File: src/rtl/config_loader.sv
// Fabric configuration loader: streams bitstream words LSB-first into a serial
// config chain, then sequences fabric reset release and register enable.
module config_loader #(
  parameter int DATA_WIDTH   = 8,
  parameter int CHAIN_LENGTH = 17
) (
  input  logic                  clock,
  input  logic                  reset,
  input  logic                  start,
  input  logic [DATA_WIDTH-1:0] s_data,
  input  logic                  s_valid,
  output logic                  s_ready,
  output logic                  cfg_shift,
  output logic                  cfg_bit,
  output logic                  fabric_nreset,
  output logic                  fabric_enable,
  output logic                  busy,
  output logic                  done,
  output logic [1:0]            fsm_state
);

  localparam int CNT_W = $clog2(CHAIN_LENGTH + 1);
  localparam int BIT_W = $clog2(DATA_WIDTH + 1);

  typedef enum logic [1:0] {
    IDLE    = 2'd0,
    LOAD    = 2'd1,
    RELEASE = 2'd2,
    RUN     = 2'd3
  } state_t;

  state_t                  state, state_n;
  logic [CNT_W-1:0]        remaining, remaining_n;  // bits still to shift into the chain
  logic [CNT_W-1:0]        uncovered, uncovered_n;  // bits not yet covered by an accepted word
  logic [BIT_W-1:0]        held, held_n;            // valid bits left in the shifter
  logic [DATA_WIDTH-1:0]   shifter, shifter_n;
  logic [BIT_W-1:0]        word_bits;
  logic                    accept;

  // Handshake: a word moves only on a rising edge where s_valid and s_ready are
  // both high. s_ready never depends on s_valid; the sender may hold s_valid
  // high indefinitely. Ready rises while the last held bit is still shifting so
  // consecutive words produce an unbroken cfg_shift stream.
  assign s_ready   = (state == LOAD) && (uncovered != '0) && (held <= BIT_W'(1));
  assign accept    = s_valid && s_ready;
  assign fsm_state = state;

  always_comb begin
    word_bits = BIT_W'(DATA_WIDTH);
    if (32'(uncovered) < DATA_WIDTH) word_bits = BIT_W'(uncovered);
  end

  always_comb begin
    state_n     = state;
    remaining_n = remaining;
    uncovered_n = uncovered;
    held_n      = held;
    shifter_n   = shifter;
    case (state)
      IDLE, RUN: begin
        if (start) begin
          state_n     = LOAD;
          remaining_n = CNT_W'(CHAIN_LENGTH);
          uncovered_n = CNT_W'(CHAIN_LENGTH);
          held_n      = '0;
          shifter_n   = '0;
        end
      end
      LOAD: begin
        if (held != '0) begin
          shifter_n   = shifter >> 1;
          held_n      = held - BIT_W'(1);
          remaining_n = remaining - CNT_W'(1);
          if (remaining == CNT_W'(1)) state_n = RELEASE;
        end
        // A short final word keeps only its low bits; the rest never shift out.
        if (accept) begin
          shifter_n   = s_data;
          held_n      = word_bits;
          uncovered_n = uncovered - CNT_W'(word_bits);
        end
      end
      RELEASE: state_n = RUN;
      default: state_n = IDLE;
    endcase
  end

  always_ff @(posedge clock) begin
    if (reset) begin
      state         <= IDLE;
      remaining     <= '0;
      uncovered     <= '0;
      held          <= '0;
      shifter       <= '0;
      cfg_shift     <= 1'b0;
      cfg_bit       <= 1'b0;
      fabric_nreset <= 1'b0;
      fabric_enable <= 1'b0;
      busy          <= 1'b0;
      done          <= 1'b0;
    end else begin
      state         <= state_n;
      remaining     <= remaining_n;
      uncovered     <= uncovered_n;
      held          <= held_n;
      shifter       <= shifter_n;
      cfg_shift     <= (held_n != '0);
      cfg_bit       <= (held_n != '0) && shifter_n[0];
      fabric_nreset <= (state_n == RELEASE) || (state_n == RUN);
      fabric_enable <= (state_n == RUN);
      busy          <= (state_n == LOAD) || (state_n == RELEASE);
      done          <= (state_n == RELEASE);
    end
  end

endmodule

File: config.mk
export PLATFORM = sky130hd
export DESIGN_NAME = config_loader
export DESIGN_NICKNAME = d
export VERILOG_FILES = /design/src/rtl/config_loader.sv
export SDC_FILE = /design/constraint.sdc
export NUM_CORES = 1
export LEC_CHECK = 0
export ABC_AREA = 1
export CAP_MARGIN = 15
export CORE_ASPECT_RATIO = 0.5
export CORE_MARGIN = 2
export CORE_UTILIZATION = 53
export DETAILED_ROUTE_END_ITERATION = 8
export PLACE_DENSITY_LB_ADDON = 0.2
export SLEW_MARGIN = 20
export SYNTH_ARGS = -nofsm -noshare
export SYNTH_HDL_FRONTEND = slang
export SYNTH_SLANG_ARGS = --single-unit
File: constraint.sdc
create_clock -name clock -period 3.1 [get_ports clock]
set_input_delay 0.93 -clock clock [delete_from_list [all_inputs] [get_ports clock]]
set_output_delay 0.93 -clock clock [all_outputs]
set_load 0.03 [all_outputs]
# Yosys cells after proc, flatten, opt, wreduce, memory -nomap -nowiden

Index checks and enable logic that the tools add are counted.
Widths: inputs -> output; s select.

Bits in registers: 30
Bits of input ports: 12
Output and inout bits: 9
Logic and storage cells: 61

Add/sub/neg operators: 3
Magnitude comparators: 2
Equality and inequality tests: 11
Multiplexer cells: 18
Reductions and logical operators: 15

Operators with widths:

| kind                | number |
|---|---|
| $mux 8              | 3 |
| $pmux 5 s2          | 2 |
| $mux 4              | 4 |
| $pmux 8 s2          | 1 |
| $mux 5              | 3 |
| $reduce_and 3->1    | 3 |
| $eq 2x2->1 const B  | 4 |
| $pmux 4 s2          | 1 |
| $reduce_bool 4->1   | 2 |
| $mux 2              | 3 |
| $pmux 2 s3          | 1 |
| $eq 5x1->1 const B  | 1 |
| $lt 5x4->1 const B  | 1 |
| $reduce_bool 5->1   | 1 |
| $sub 5x1->5 const B | 1 |
| $sub 5x4->5         | 1 |
| $eq 2x1->1 const B  | 2 |
| $le 4x1->1 const B  | 1 |
| $logic_and 1x1->1   | 4 |
| $ne 2x2->1 const B  | 2 |
| $sub 4x1->4 const B | 1 |
| $ne 3x2->1 const B  | 1 |
| $logic_not 2->1     | 1 |
| $logic_or 1x1->1    | 2 |
| 3 further kinds     | 3 |

# Logic depth before layout (Yosys ltp)

Depth after elaboration: 8
Gate-level depth with buffers: 13
Mapped depth without buffers: 12

# Least setup slack after synthesis

No wires, ideal clock.

Path type: reg-to-output
From: register state[0], in the netlist fsm_state[0]
To: output s_ready
Arrival time: 1.420 ns
Required time: 2.170 ns
Setup slack: 0.750 ns
Stages on the path, launching flop included: 6
Path buffers: 1
Path through: dfxtp_1 ha_1 buf_4 nand2_2 nor2_8 and2_1

Longest elaborated chain between the ends: 3

Ends and longest elaborated chain:

| what                           | line | source |
|---|---|---|
| from (decl)                    | 32   | `state_t state, state_n;` |
| from (signal assigned)         | 102  | `state <= state_n;` |
| $eq 2x1->1                     | 44   | `assign s_ready = (state == LOAD) && (uncovered != '0) && (held <= BIT_W'(1));` |
| $logic_and 1x1->1 (2 in a row) | 44   |  |
| to (decl)                      | 12   | `output logic s_ready,` |

No other way between the ends.

# Worst setup path in the final report

From: register held[0]
To: output s_ready

Longest elaborated chain between the ends: 2

Ends and longest elaborated chain:

| what                   | line | source |
|---|---|---|
| from (decl)            | 35   | `logic [BIT_W-1:0] held, held_n;` |
| from (signal assigned) | 105  | `held <= held_n;` |
| $le 4x1->1             | 44   |  |
| $logic_and 1x1->1      | 44   |  |

No other way between the ends.

==> metrics.cfg <==
[floorplan]
initial_utilization=0.566
fp.dieW_um=84.7
die_area_um2=3750
die_height_um=44.3
core_region_area_um2=3050
num_rows=14
ios=21

[placed_design]
hpwl_um=2820
portBuffers=20
placed_area_um2=1970
place.gp.congestion=0.804

[critical_path]
cp_data_arrival_time_ns=2.06
cp-start-kind=flop
crit_type=reg -> out
critPathRequiredTime_ns=2.17
crit_fanout=7
endpoint_kind=output port

[global_routing]
grt_pass1_vias=1500
grtUsageTotal=0.225
grt_overflow=0
grt_max_degree=20
grt_pass1_wl_um=6530
antenna_found_initial=0

[cts]
clockBufferDepth=2
cts_buffers=5
cts_tree=built
clk_latency_ns=0.28
clk_root_buffer_cell=clkbuf_8
clk_pin_slew_worst_paths_ns=0.07
cts_setup_buffers=0
cts.sinks=30
hold_buffers=0
htreeDepth=2
cts_resized=0

[routing]
routed_wl_um=3900
vias_per_cell=5.31
route.detailed.drc=0
wl_per_cell_um=12.5
initialDrtViolationCount=108
ant_nets=0
dr.pass1.iters=4
dr_total_vias=1657

[final_layout]
fin_nets=292
layout_commonest_cell=nand2_1
design_area_um2=2060
n_antenna_cell=0
area_growth_pct=19.7
fin_util=0.677
drive_gt1_frac=0.0993
final_cell_mix=56 x nand2_1, 31 x nor2_1, 30 x inv_1, 30 x dfxtp_1, 20 x clkdlybuf4s50_1

[yosys]
ys_seq_elements=30
mappedNetlistArea_um2=1720
ys_seq_area_frac=0.348
synthTopCellsByArea=dfxtp_1 35%, nand2_1 12%, nor2_1 7.0%
ys_warn_count=0
syn_inst=246
syn_avg_cell_area_um2=7.01
synth.net_count=267
synthDominantCellAreaShare=0.348
ys_types=29
yosysTopAreaCell=dfxtp_1

[sta]
finalHoldViolations=0
fmax_mhz=335
fin_setup_tns_ns=0
rsz0062_at_grt=false
finalWorstPathRequiredPeriod_ns=2.99
fin_skew_ns=0.00314
holdWs_ns=0.465
finalCritPeriodShare=0.963
drv_slew=0
finalSetupViolCount=0

[run_status]
status=finished, final reports clean

[pwr]
p_per_area_nw_per_um2=623
ir_drop_v=0.000351
p_leak_nw=0.911

[worst_hold_path]
hp-class=reg -> reg

[run]
maxCapViolCount=0

==> through the flow <==
stage	setup slack, ns	cells	total power [W]
after detailed placement	0.324	304	0.000956
after global placement	0.399	304	0.000936
after global routing	0.00715	312	0.00137
final	0.115	312	0.00129
after floorplan	0.750	246	0.000837
after CTS	0.0216	312	0.00129
==> report_power, final <==
| group | switching (W) | internal, W | leakage [nW] |
|---|---|---|---|
| sequential | 0.0000395 | 0.000438 | 0.246 |
| combinational | 0.000309 | 0.000169 | 0.617 |
| clock | 0.000151 | 0.000179 | 0.0482 |
| total | 0.000499 | 0.000786 | 0.911 |
==> synthesized netlist by cell type <==
library cell  instances
a211oi_1              1
a21oi_1              15
a32oi_1               1
and2_1                2
buf_2                 1
buf_4                 1
clkbuf_1              2
clkinv_4              1
conb_1                1
dfxtp_1              30
ha_1                  9
inv_1                30
inv_2                 4
nand2_1              56
nand2_2               3
nand2_4               3
nand3_1              11
nand3_4               2
nand3b_1              1
nand4_1               7
nor2_1               32
nor2_4                3
nor2_8                1
nor3b_1               1
o211ai_1              2
o21ai_0              17
o21ai_1               4
o22ai_1               1
xor2_1                4
==> cells by family (layout without fill, tap and decap cells) <==
group / count (synthesis) / after routing / synth area share
buffers and inverters: 39 / 65 / 0.0907
xor gates and xnor gates: 4 / 4 / 0.0203
other: 1 / 1 / 0.00217
AOI/OAI and AO/OA: 41 / 41 / 0.126
DFF: 30 / 30 / 0.348
and+or+nand+nor: 122 / 122 / 0.347
adders and majority gates: 9 / 9 / 0.0653
==> registers in the layout, indices dropped and copies added, names as in the netlist <==
register and flops:
cfg_bit 1, fsm_state 2, busy 1, done 1, cfg_shift 1, fabric_enable 1
remaining 5, uncovered 5, held 4, shifter 8, fabric_nreset 1
==> critical path, stage by stage (launching register included) <==
cell and delay [ns]:
dfxtp_1 0.33, inv_1 0.13, ha_1 0.26, nor2_2 0.10, nor2_8 0.16, and2_1 0.14
clkdlybuf4s50_1 0.66
==> worst paths after layout <==
kind | start | endpoint | slack [ns] | cells past startpoint
setup reg to reg | held[0] | busy | 0.94 | 12
hold / removal | remaining[4] | remaining[4] | 0.47 | 2
setup / recovery | held[0] | s_ready | 0.11 | 6
hold reg to reg | remaining[4] | remaining[4] | 0.47 | 2
==> area by class of cell <==
cell class | instances | area [um^2]
Clock buffer | 7 | 86.3
Clock inverter | 1 | 5.00
Fill cell | 279 | 985
Inverter | 35 | 136
Multi-Input combinational cell | 177 | 970
Sequential cell | 30 | 601
Tap cell | 40 | 50.0
Timing Repair Buffer | 22 | 215
==> routing by layer <==
layer	routed length [um]	GRT usage	vias to the layer above
li1	-	-	835
met1	1710	0.276	766
met2	1870	0.394	49
met3	273	0.0709	7
met4	40	0.0635	0
met5	0	0	-
Note: power is estimated with default switching activity, not from simulation.
